--- src/rtl/rat_intr_pkg.sv ---
// Shared definitions for the RAT interrupt controller: register offsets,
// vector layout and the priority-encoder helper.
package rat_intr_pkg;

    typedef logic [7:0] port_data_t;

    localparam logic [1:0] OFS_MASK = 2'd0;
    localparam logic [1:0] OFS_PEND = 2'd1;
    localparam logic [1:0] OFS_EDGE = 2'd2;
    localparam logic [1:0] OFS_VEC  = 2'd3;

    localparam int unsigned VEC_VALID_BIT = 7;

    // Index of the lowest set bit; source 0 has the highest priority.
    function automatic logic [2:0] lowest_set(input port_data_t v);
        logic [2:0] idx;
        logic       found;
        idx   = '0;
        found = 1'b0;
        for (int unsigned i = 0; i < 8; i++) begin
            if (v[i] && !found) begin
                idx   = i[2:0];
                found = 1'b1;
            end
        end
        return idx;
    endfunction

endpackage

--- src/rtl/rat_intr_ctrl_sync.sv ---
// Per-source request conditioning: two-flop synchroniser plus an edge-history
// flop that always tracks the synchronised level.
module irq_sync_edge (
    input  logic clk,
    input  logic RESET_N,
    input  logic irq_async,
    input  logic edge_mode,
    output logic s,
    output logic rise
);

    logic meta_q;
    logic sync_q;
    logic hist_q;

    // Two-stage synchroniser for the asynchronous request.
    always_ff @(posedge clk or negedge RESET_N) begin
        if (!RESET_N) begin
            meta_q <= 1'b0;
            sync_q <= 1'b0;
        end else begin
            meta_q <= irq_async;
            sync_q <= meta_q;
        end
    end

    // History flop follows s in both modes so a mode switch cannot fake an edge.
    always_ff @(posedge clk or negedge RESET_N) begin
        if (!RESET_N) begin
            hist_q <= 1'b0;
        end else begin
            hist_q <= sync_q;
        end
    end

    assign s    = sync_q;
    assign rise = edge_mode & sync_q & ~hist_q;

endmodule

--- src/rtl/rat_intr_ctrl.sv ---
// Interrupt controller feeding the RAT MCU INTV input. Registers are written
// over the MCU output port and read combinationally for the IN_PORT mux.
module rat_intr_ctrl
    import rat_intr_pkg::*;
#(
    parameter int unsigned N_SRC   = 8,
    parameter logic [7:0]  BASE_ID = 8'h20
) (
    input  logic             clk,
    input  logic             RESET_N,
    input  logic [N_SRC-1:0] IRQ_IN,
    input  logic [7:0]       PORT_ID,
    input  logic [7:0]       OUT_PORT,
    input  logic             IO_STRB,
    output logic [7:0]       RD_DATA,
    output logic             RD_HIT,
    output logic             INTV
);

    logic [7:0]       ofs;
    logic             hit;
    logic             wr_en;
    logic [N_SRC-1:0] wdata;
    logic [N_SRC-1:0] pend_clr;
    logic [N_SRC-1:0] mask_q;
    logic [N_SRC-1:0] edge_q;
    logic [N_SRC-1:0] pend_q;
    logic [N_SRC-1:0] s_vec;
    logic [N_SRC-1:0] rise_vec;
    logic             intv_q;
    port_data_t       mask_ext;
    port_data_t       pend_ext;
    port_data_t       edge_ext;
    port_data_t       enabled;
    port_data_t       vec_val;

    assign ofs      = PORT_ID - BASE_ID;
    assign hit      = (ofs[7:2] == 6'd0);
    assign wr_en    = IO_STRB & hit;
    assign wdata    = OUT_PORT[N_SRC-1:0];
    assign pend_clr = (wr_en && (ofs[1:0] == OFS_PEND)) ? wdata : '0;

    genvar g;
    generate
        for (g = 0; g < N_SRC; g++) begin : g_src
            irq_sync_edge u_sync (
                .clk       (clk),
                .RESET_N   (RESET_N),
                .irq_async (IRQ_IN[g]),
                .edge_mode (edge_q[g]),
                .s         (s_vec[g]),
                .rise      (rise_vec[g])
            );
        end
    endgenerate

    // MASK and EDGE registers; writes are plain loads so repeated strobes are harmless.
    always_ff @(posedge clk or negedge RESET_N) begin
        if (!RESET_N) begin
            mask_q <= '0;
            edge_q <= '1;
        end else if (wr_en) begin
            case (ofs[1:0])
                OFS_MASK: mask_q <= wdata;
                OFS_EDGE: edge_q <= wdata;
                default: ;
            endcase
        end
    end

    // Pending latch: edge sources set on rise (set beats W1C), level sources follow s.
    always_ff @(posedge clk or negedge RESET_N) begin
        if (!RESET_N) begin
            pend_q <= '0;
        end else begin
            for (int unsigned i = 0; i < N_SRC; i++) begin
                if (edge_q[i]) begin
                    if (rise_vec[i]) begin
                        pend_q[i] <= 1'b1;
                    end else if (pend_clr[i]) begin
                        pend_q[i] <= 1'b0;
                    end
                end else begin
                    pend_q[i] <= s_vec[i];
                end
            end
        end
    end

    // Registered interrupt request to the MCU.
    always_ff @(posedge clk or negedge RESET_N) begin
        if (!RESET_N) begin
            intv_q <= 1'b0;
        end else begin
            intv_q <= |(pend_q & mask_q);
        end
    end

    assign INTV = intv_q;

    // Zero-extend the registers to port width and build the vector register.
    always_comb begin
        mask_ext             = '0;
        pend_ext             = '0;
        edge_ext             = '0;
        mask_ext[N_SRC-1:0]  = mask_q;
        pend_ext[N_SRC-1:0]  = pend_q;
        edge_ext[N_SRC-1:0]  = edge_q;
        enabled              = pend_ext & mask_ext;
        vec_val              = '0;
        if (|enabled) begin
            vec_val[VEC_VALID_BIT] = 1'b1;
            vec_val[2:0]           = lowest_set(enabled);
        end
    end

    // Combinational read mux so an IN instruction sees data in its execute cycle.
    always_comb begin
        RD_DATA = '0;
        RD_HIT  = hit;
        if (hit) begin
            case (ofs[1:0])
                OFS_MASK: RD_DATA = mask_ext;
                OFS_PEND: RD_DATA = pend_ext;
                OFS_EDGE: RD_DATA = edge_ext;
                OFS_VEC:  RD_DATA = vec_val;
                default:  RD_DATA = '0;
            endcase
        end
    end

endmodule

--- config.mk ---
export PLATFORM = sky130hd
export DESIGN_NAME = rat_intr_ctrl
export DESIGN_NICKNAME = d
export VERILOG_FILES = /design/src/rtl/rat_intr_pkg.sv /design/src/rtl/rat_intr_ctrl_sync.sv /design/src/rtl/rat_intr_ctrl.sv
export SDC_FILE = /design/constraint.sdc
export NUM_CORES = 1
export LEC_CHECK = 0
export ABC_AREA = 1
export CAP_MARGIN = 40
export CORE_ASPECT_RATIO = 0.8
export CORE_MARGIN = 4
export CORE_UTILIZATION = 59
export CTS_BUF_LIST = sky130_fd_sc_hd__clkbuf_8
export DETAILED_ROUTE_END_ITERATION = 8
export PLACE_DENSITY = 0.87
export SKIP_CTS_REPAIR_TIMING = 1
export SYNTH_ARGS = -nofsm -noshare
export SYNTH_HDL_FRONTEND = slang
export SYNTH_HIERARCHICAL = 1
export SYNTH_SLANG_ARGS = --single-unit
--- constraint.sdc ---
create_clock -name clk -period 2.6 [get_ports clk]
set_clock_uncertainty 0.2 [all_clocks]
set_input_delay 0.52 -clock clk [delete_from_list [all_inputs] [get_ports clk]]
set_output_delay 0.52 -clock clk [all_outputs]
set_load 0.005 [all_outputs]
## Word-level counts from Yosys, hierarchy flattened

Index checks and enable logic that the tools add are counted.

| cells by class | value |
|---|---|
| equality and inequality tests | 11 |
| reductions and logical operators | 20 |
| mux-type cells | 50 |
| add/subtract/negate cells | 1 |
| bitwise gates (word level) | 26 |

Operators by type and width:

| kind | count |
|---|---|
| $mux W1 | 40 |
| $pmux W8 S4 | 1 |
| $ne A3 B2 Y1 const B | 8 |
| $mux W3 | 7 |
| $and A1 B1 Y1 | 17 |
| $mux W8 | 2 |
| $and A8 B8 Y8 | 1 |
| $logic_and A1 B1 Y1 | 8 |
| $not A1 Y1 | 8 |
| $reduce_or A8 Y1 | 1 |
| $sub A8 B6 Y8 const B | 1 |
| $logic_not A1 Y1 | 7 |
| $logic_not A6 Y1 | 1 |
| $eq A2 B2 Y1 const B | 2 |
| $reduce_and A2 Y1 | 2 |
| $eq A2 B1 Y1 const B | 1 |
| $logic_not A2 Y1 | 1 |

| storage, ports and cells | value |
|---|---|
| flip-flop bits (word level) | 49 |
| output and inout bits | 10 |

## Longest topological paths before layout

Gate-level depths: netlist of the first run.

| logic depth | value |
|---|---|
| depth in word-level cells | 33 |
| mapped depth | 12 |
| depth with buffers taken out | 11 |

## Modules after synthesis

Netlist of the first run, hierarchy kept.

Modules (own cells, without submodules):

| module | cells each | area an instance (um^2) | instances |
|---|---|---|---|
| rat_intr_ctrl | 208 | 1,552.7 | 1 |
| irq_sync_edge | 5 | 85.1 | 8 |

## Worst setup path before layout of the first run

Ideal clock, no wire load.

| timing path | value |
|---|---|
| kind | input port to output port |
| start | input PORT_ID[5] |
| end | output RD_DATA[3] |
| path buffers | 1 |
| arrival | 1,472 ps |
| data required time | 1,880 ps |
| cell stages on the path | 7 |
| slack | 408 ps |
| path through | inv_2 ha_1 nand3_1 nor2_4 buf_2 inv_1 a31oi_1 |

| between the ends | value |
|---|---|
| cells in the longest elaborated chain, start to end | 3 |

Ends and longest elaborated chain:

| element | RTL line | text |
|---|---|---|
| from (decl) | rat_intr_ctrl.sv:12 | `input logic [7:0] PORT_ID,` |
| $sub A8 B6 Y8 | rat_intr_ctrl.sv:37 | `assign ofs = PORT_ID - BASE_ID;` |
| $logic_not A6 Y1 | rat_intr_ctrl.sv:38 | `assign hit = (ofs[7:2] == 6'd0);` |
| net RD_HIT | rat_intr_ctrl.sv:16 | `output logic RD_HIT,` |
| $mux W8 | rat_intr_ctrl.sv:121 | `if (hit) begin` |
| to (decl) | rat_intr_ctrl.sv:15 | `output logic [7:0] RD_DATA,` |

The timed path passes the listed nets, and every way through them passes these cells.

## Worst setup path in the final report of the first run

| timing path | value |
|---|---|
| start | input PORT_ID[3] |
| end | output RD_DATA[6] |

| between the ends | value |
|---|---|
| cells in the longest elaborated chain, start to end | 3 |

Ends and longest elaborated chain:

| element | RTL line |
|---|---|
| $sub A8 B6 Y8 | rat_intr_ctrl.sv:37 |
| $logic_not A6 Y1 | rat_intr_ctrl.sv:38 |
| $mux W8 | rat_intr_ctrl.sv:121 |

Every way passes these cells.

==> results of run 1 <==
-- Yosys cell counts (all sizes together) --
master	count	share of area
inv	18	0.031
nor2	37	0.10
a31oi	4	0.011
a211oi	2	0.0067
nor3b	3	0.010
nand2	81	0.14
mux2i	1	0.0045
nand3b	1	0.0034
buf	4	0.017
ha	1	0.0056
dfrtp	41	0.46
dfstp	8	0.094
nand4	6	0.017
nand3	5	0.011
o21ai	26	0.062
a21oi	9	0.020
clkbuf	1	0.0022
-- path summary, 6_finish.rpt --
path	from	endpoint	slack, ps
worst max register to register	edge_ext[3]	pend_ext[3]	1260
worst min-delay path	RESET_N	mask_ext[3]	7
worst min register to register	g_src[2].u_sync/meta_q	g_src[2].u_sync/s	160
max in group asynchronous	RESET_N	edge_ext[6]	1520
min in group clk	g_src[2].u_sync/meta_q	g_src[2].u_sync/s	160
worst max-delay path	PORT_ID[3]	RD_DATA[6]	0.5
-- kinds of logic after synthesis --
group                    Yosys count  share of synthesized area
AND/OR/NAND/NOR                  133                     0.2857
flip-flops                        49                     0.5535
AO/OA/AOI/OAI                     41                    0.09972
buffers and inverters             23                    0.05098
multiplexers                       1                   0.004482
adder cells (fa/ha/maj)            1                   0.005601
-- state kept, by name (all words and copies together) (netlist names) --
register             cells
mask_ext                 8
edge_ext                 8
INTV                     1
g_src.u_sync/s           8
g_src.u_sync/meta_q      8
g_src.u_sync/hist_q      8
pend_ext                 8
-- layer usage --
layer	global-route usage	wire length (um)	vias up
li1	-	-	940
met1	0.2763	2263	999
met4	0.08597	159	0
met5	0	0	-
met3	0.05331	535	21
met2	0.3641	3073	129
-- where the power goes --
part           total, mW  switching (mW)  internal, mW
Combinational      0.291           0.158         0.133
Sequential         0.894          0.0543         0.840
Clock              0.476           0.280         0.196
-- area by class of cell --
class	count	area, um^2
flip-flops and latches	49	1236
repair buffers	65	593.1
clock inverters	3	26.28
well taps	42	52.55
fillers	186	553.0
multi-input cells	177	942.2
clock buffers	5	68.82
inverters	18	70.07
-- worst reg2reg max path, delay by kind of cell, from the launching register on --
kind                   cells  cell delay, ps
AO/OA/AOI/OAI              1              70
buffers and inverters      1             110
flip-flops                 1             600
AND/OR/NAND/NOR            2             300
==> key figures, run 1 <==
STA
  – Total Neg Setup Slack: 0 ps
  – Final period utilization: 0.9998
  – Final hold viol count: 0
  – Worst Hold Slack: approximately 6.6 ps
  – Achievable Freq: 0.3847 GHz
  – Fin worst setup slack: 0.5027 ps
  – Relative slew margins: 0.5926
  – Final min period: 2599 ps
  – Final max-slew violation count: 0
  – Worst slew pin tran: 611.0 ps
  – Finish-stage setup viols: 0

Finish
  – Non-Filler Instances: 359
  – Antenna diodes: 0
  – Total number of nets in the final design: 344
  – Synthesis-to-finish area growth: 33.84%
  – Post-route cell area: ~3000 um^2
  – Utilization after layout: 0.8439
  – Most used cells in the layout excluding fill and tap cells: sky130_fd_sc_hd__nand2_1 (75), sky130_fd_sc_hd__dfrtp_1 (41), sky130_fd_sc_hd__buf_4 (28), sky130_fd_sc_hd__o21ai_0 (20), sky130_fd_sc_hd__clkdlybuf4s50_1 (20)
  – Most common cell after layout, fill and taps aside: sky130_fd_sc_hd__nand2_1
  – Fraction of layout cells with a size suffix above 1: 0.2744

Routing
  – First drt pass iteration count: 5
  – Ratio of routed vias to standard cells: just under 6
  – Vias after detailed routing: between 2000 and 2500
  – Wire length per cell: ~17 um
  – Drt first-iter violations: 198
  – Remaining number of nets flagged by the antenna check after routing: 0
  – DRC errors left: 0
  – Sum of routed wire length over all layers: 6033 um

Critical path
  – Family with the most delay on the worst path: buffers and inverters
  – Kind of critical path: primary input to primary output
  – FF-to-FF path depth: 4
  – Critical Path Source Type: primary input
  – Cells along the critical path: clkdlybuf4s50_1 > nor2_2 > nand2_2 > nor2_4 > buf_4 > buf_4 > inv_2 > a31oi_2 > buf_2
  – CP most frequent cell: sky130_fd_sc_hd__buf_4
  – CP max-delay cell: sky130_fd_sc_hd__clkdlybuf4s50_1
  – Crit path arrival time: 1880 ps
  – Worst path depth: 9
  – Worst setup EP type: primary output
  – Required time worst endpoint: 1880 ps
  – Worst-path fanout max: 4
  – Peak per-stage delay on the critical path: 420 ps
  – Worst path buffer plus inverter count: 5

GRT
  – Via count of the first global-routing pass: 1811
  – Total GRT Usage: 0.2192
  – Maximum number of pins on one net before global-route repair: 28
  – Antenna violations before repair: 0
  – Global-route congestion overflow total: 0
  – Wire length of the first global-routing pass: roughly 8300 um

Die
  – FP Rows: 19
  – Core Region: 3542 um^2
  – Die height: around 63 um
  – Die outline area: 4840 um^2
  – I/O pin total: 37
  – Die outline width: 76.79 um
  – Initial cell density of the core: 0.6305

Yosys
  – Mean instance size in the synthesized netlist: ~9 um^2
  – Synthesized netlist net count: roughly 280
  – Post-synthesis instance area: about 2200 um^2
  – Flops & latches, synth: 49
  – Number of distinct library cells after synthesis: 29
  – Sequential area share after synthesis: 0.5535
  – Number of warnings reported in the yosys synthesis log: 6
  – Synthesized netlist cell count: ~250

Placed design
  – Weighted congestion reported at the end of routability-driven placement: 0.8874
  – Sum of net half-perimeters after detailed placement: 3744 um
  – Placed cells: 336
  – Instance area after placement: 2710 um^2
  – Buffers added on ports: 36
  – Pre-CTS setup slack: -684.0 ps

Outcome
  – Outcome: finished clean

Clock network
  – CTS Buf Count: 5
  – Clock tree from TritonCTS: done
  – Clock edge transition at the registers on the reported setup and hold paths: around 100 ps
  – Sink Count: 49
  – H-Tree Depth: 2
  – Later-pin clock latency in the skew report: approximately 310 ps
  – Clock tree buffer depth: 2
  – Cell chosen for the clock root: sky130_fd_sc_hd__clkbuf_8

Flow run
  – Max_cap viols: 0

Pwr
  – Worst vdd rail ir drop: between 0.5 and 0.6 mV
  – Sum of internal, switching and leakage power: 1.661 mW
  – Power Density: 555.8 nW/um^2
  – Leakage dissipation: about 1.6 nW

Hold path
  – Hold crit path type: primary input to asynchronous set/reset pin
(Power assumes the default switching activity.)
==> run 2: changes to the inputs <==
--- a/config.mk
+++ b/config.mk
@@ -12,6 +12,7 @@
 export CORE_UTILIZATION = 59
 export CTS_BUF_LIST = sky130_fd_sc_hd__clkbuf_8
 export DETAILED_ROUTE_END_ITERATION = 8
+export GPL_TIMING_DRIVEN = 0
 export PLACE_DENSITY = 0.87
 export SKIP_CTS_REPAIR_TIMING = 1
 export SYNTH_ARGS = -nofsm -noshare
==> run 2 against run 1 <==
Effect of this change: cell area is 4.4% lower; total power decreased by 3.9%; critical path depth grew 2; setup slack improved by 72 ps; clock power fell by 5.0%; hold slack improved by 150 ps; sequential share of layout area rose by 1.9 points; wire length is 17% lower; critical endpoint unchanged.
==> key figures, run 2 (same netlist as run 1, synthesis figures left out) <==
Critical path
  – Critical Path Source Type: primary input (unchanged)
  – CP most frequent cell: sky130_fd_sc_hd__inv_2 (was sky130_fd_sc_hd__buf_4)
  – Required time worst endpoint: 1880 ps (about the same)
  – Crit path arrival time: 1810 ps (was 1880 ps)
  – Family with the most delay on the worst path: buffers and inverters (unchanged)
  – Kind of critical path: primary input to primary output (unchanged)
  – Worst setup EP type: primary output (unchanged)
  – CP max-delay cell: sky130_fd_sc_hd__a31oi_1 (was sky130_fd_sc_hd__clkdlybuf4s50_1)
  – Cells along the critical path: dlymetal6s2s_1 > inv_2 > ha_4 > inv_2 > nand2_2 > nand3_4 > nor2_4 > buf_6 > clkinvlp_4 > a31oi_1 > buf_2 (was clkdlybuf4s50_1 > nor2_2 > nand2_2 > nor2_4 > buf_4 > buf_4 > inv_2 > a31oi_2 > buf_2)
  – Worst-path fanout max: 5 (was 4)
  – Worst path buffer plus inverter count: 6 (was 5)
  – Peak per-stage delay on the critical path: 200 ps (was 420 ps)

Routing
  – Vias after detailed routing: 1925 (was 2089)
  – Drt first-iter violations: 143 (was 198)
  – DRC errors left: 0 (unchanged)
  – Remaining number of nets flagged by the antenna check after routing: 0 (unchanged)
  – Ratio of routed vias to standard cells: 5.645 (was 5.819)
  – Sum of routed wire length over all layers: 5011 um (was 6033 um)
  – Wire length per cell: 14.70 um (was 16.81 um)
  – First drt pass iteration count: 5 (unchanged)

Pwr
  – Power Density: 558.6 nW/um^2 (was 555.8 nW/um^2)
  – Sum of internal, switching and leakage power: 1.597 mW (was 1.661 mW)
  – Worst vdd rail ir drop: 0.5013 mV (was 0.5325 mV)
  – Leakage dissipation: 1.526 nW (was 1.594 nW)

Die
  – Die height: 63.03 um (unchanged)
  – Die outline area: 4840 um^2 (unchanged)
  – Initial cell density of the core: 0.6305 (unchanged)
  – FP Rows: 19 (unchanged)
  – Core Region: 3542 um^2 (unchanged)
  – I/O pin total: 37 (unchanged)
  – Die outline width: 76.79 um (unchanged)

STA
  – Final hold viol count: 0 (unchanged)
  – Final min period: 2527 ps (was 2599 ps)
  – Final period utilization: 0.9720 (was 0.9998)
  – Fin worst setup slack: 72.80 ps (was 0.5027 ps)
  – Worst slew pin tran: 469.7 ps (was 611.0 ps)
  – Final max-slew violation count: 0 (unchanged)
  – Finish-stage setup viols: 0 (unchanged)
  – Relative slew margins: 0.6869 (was 0.5926)
  – Total Neg Setup Slack: 0 ps (unchanged)
  – Worst Hold Slack: 153.6 ps (was 6.553 ps)
  – Achievable Freq: 0.3957 GHz (was 0.3847 GHz)

GRT
  – Wire length of the first global-routing pass: 7866 um (was 8342 um)
  – Global-route congestion overflow total: 0 (unchanged)
  – Maximum number of pins on one net before global-route repair: 31 (was 28)
  – Via count of the first global-routing pass: 1711 (was 1811)
  – Antenna violations before repair: 0 (unchanged)
  – Total GRT Usage: 0.2085 (was 0.2192)

Finish
  – Most used cells in the layout excluding fill and tap cells: sky130_fd_sc_hd__nand2_1 (75), sky130_fd_sc_hd__dfrtp_1 (41), sky130_fd_sc_hd__o21ai_0 (22), sky130_fd_sc_hd__nor2_1 (19), sky130_fd_sc_hd__clkdlybuf4s50_1 (18) (was sky130_fd_sc_hd__nand2_1 (75), sky130_fd_sc_hd__dfrtp_1 (41), sky130_fd_sc_hd__buf_4 (28), sky130_fd_sc_hd__o21ai_0 (20), sky130_fd_sc_hd__clkdlybuf4s50_1 (20))
  – Non-Filler Instances: 341 (was 359)
  – Fraction of layout cells with a size suffix above 1: 0.2308 (was 0.2744)
  – Antenna diodes: 0 (unchanged)
  – Number of filler instances in the final layout: 212 (was 186)
  – Most common cell after layout, fill and taps aside: sky130_fd_sc_hd__nand2_1 (unchanged)
  – Synthesis-to-finish area growth: 28.01% (was 33.84%)
  – Total number of nets in the final design: 326 (was 344)
  – Utilization after layout: 0.8071 (was 0.8439)
  – Post-route cell area: 2859 um^2 (was 2989 um^2)

Placed design
  – Pre-CTS setup slack: -769.6 ps (was -684.0 ps)
  – Sum of net half-perimeters after detailed placement: 3427 um (was 3744 um)
  – Weighted congestion reported at the end of routability-driven placement: 0.9385 (was 0.8874)
  – Instance area after placement: 2661 um^2 (was 2710 um^2)
  – Buffers added on ports: 36 (unchanged)
  – Placed cells: 327 (was 336)

Outcome
  – Outcome: finished clean (unchanged)

Clock network
  – H-Tree Depth: 2 (unchanged)
  – Clock tree buffer depth: 2 (unchanged)
  – Sink Count: 49 (unchanged)
  – Cell chosen for the clock root: sky130_fd_sc_hd__clkbuf_8 (unchanged)
  – Clock edge transition at the registers on the reported setup and hold paths: 80 ps (was 100 ps)
  – CTS Buf Count: 5 (unchanged)
  – Clock tree from TritonCTS: done (unchanged)
  – Later-pin clock latency in the skew report: 300 ps (was 310 ps)

Flow run
  – Max_cap viols: 0 (unchanged)

Hold path
  – Hold crit path type: flip-flop to flip-flop (was primary input to asynchronous set/reset pin)
[run 2: final cells by class]
class                           instances  area [um^2]  share of cell area
Clock buffer                            6        82.58             0.02888
Buffer                                  5        50.05             0.01751
Inverter                               18        73.82             0.02582
Sequential cell                        49         1236              0.4324
Clock inverter                          2        13.76            0.004814
Tap cell                               42        52.55             0.01838
Multi-Input combinational cell        176        924.6              0.3234
Timing Repair Buffer                   43        425.4              0.1488
[run 2: report_power, final]
part | switching [mW] | total [mW] | leakage, nW | internal (mW)
Sequential | 0.0499 | 0.890 | 0.569 | 0.840
Combinational | 0.140 | 0.256 | 0.906 | 0.116
Clock | 0.236 | 0.452 | 0.0512 | 0.215
Total | 0.426 | 1.60 | 1.53 | 1.17
[run 2: worst register-to-register path, delay by kind of cell, from the launching register on]
kind	cells	cell delay, ps
and+or+nand+nor	2	340
DFF	1	560
AOI/OAI and AO/OA	1	70
buffers and inverters	1	80
[run 2: path summary, 6_finish.rpt]
| path | startpoint | endpoint | slack, ps | cells after the start |
|---|---|---|---|---|
| max | PORT_ID[6] | RD_DATA[6] | 70 | 11 |
| min | g_src[7].u_sync/meta_q | g_src[7].u_sync/s | 150 | 0 |
| max reg2reg | edge_ext[5] | pend_ext[5] | 1270 | 4 |
| min reg2reg | g_src[7].u_sync/meta_q | g_src[7].u_sync/s | 150 | 0 |
| max in group asynchronous | RESET_N | edge_ext[5] | 1120 | 3 |
| min in group asynchronous | RESET_N | mask_ext[0] | 500 | 2 |
[run 2: layer usage]
metal / track usage / up-vias / routed length (um)
li1: - / 902 / -
met1: 0.2806 / 909 / 2040
met2: 0.3217 / 98 / 2426
met3: 0.05476 / 16 / 457
met4: 0.08371 / 0 / 88
met5: 0 / - / 0
==> run 3: changes to the inputs <==
--- a/config.mk
+++ b/config.mk
@@ -12,6 +12,7 @@
 export CORE_UTILIZATION = 59
 export CTS_BUF_LIST = sky130_fd_sc_hd__clkbuf_8
 export DETAILED_ROUTE_END_ITERATION = 8
+export GPL_ROUTABILITY_DRIVEN = 1
 export GPL_TIMING_DRIVEN = 0
 export PLACE_DENSITY = 0.87
 export SKIP_CTS_REPAIR_TIMING = 1
==> results of run 3 <==
The final DEF is identical to that of run 2; final timing and power are the same.
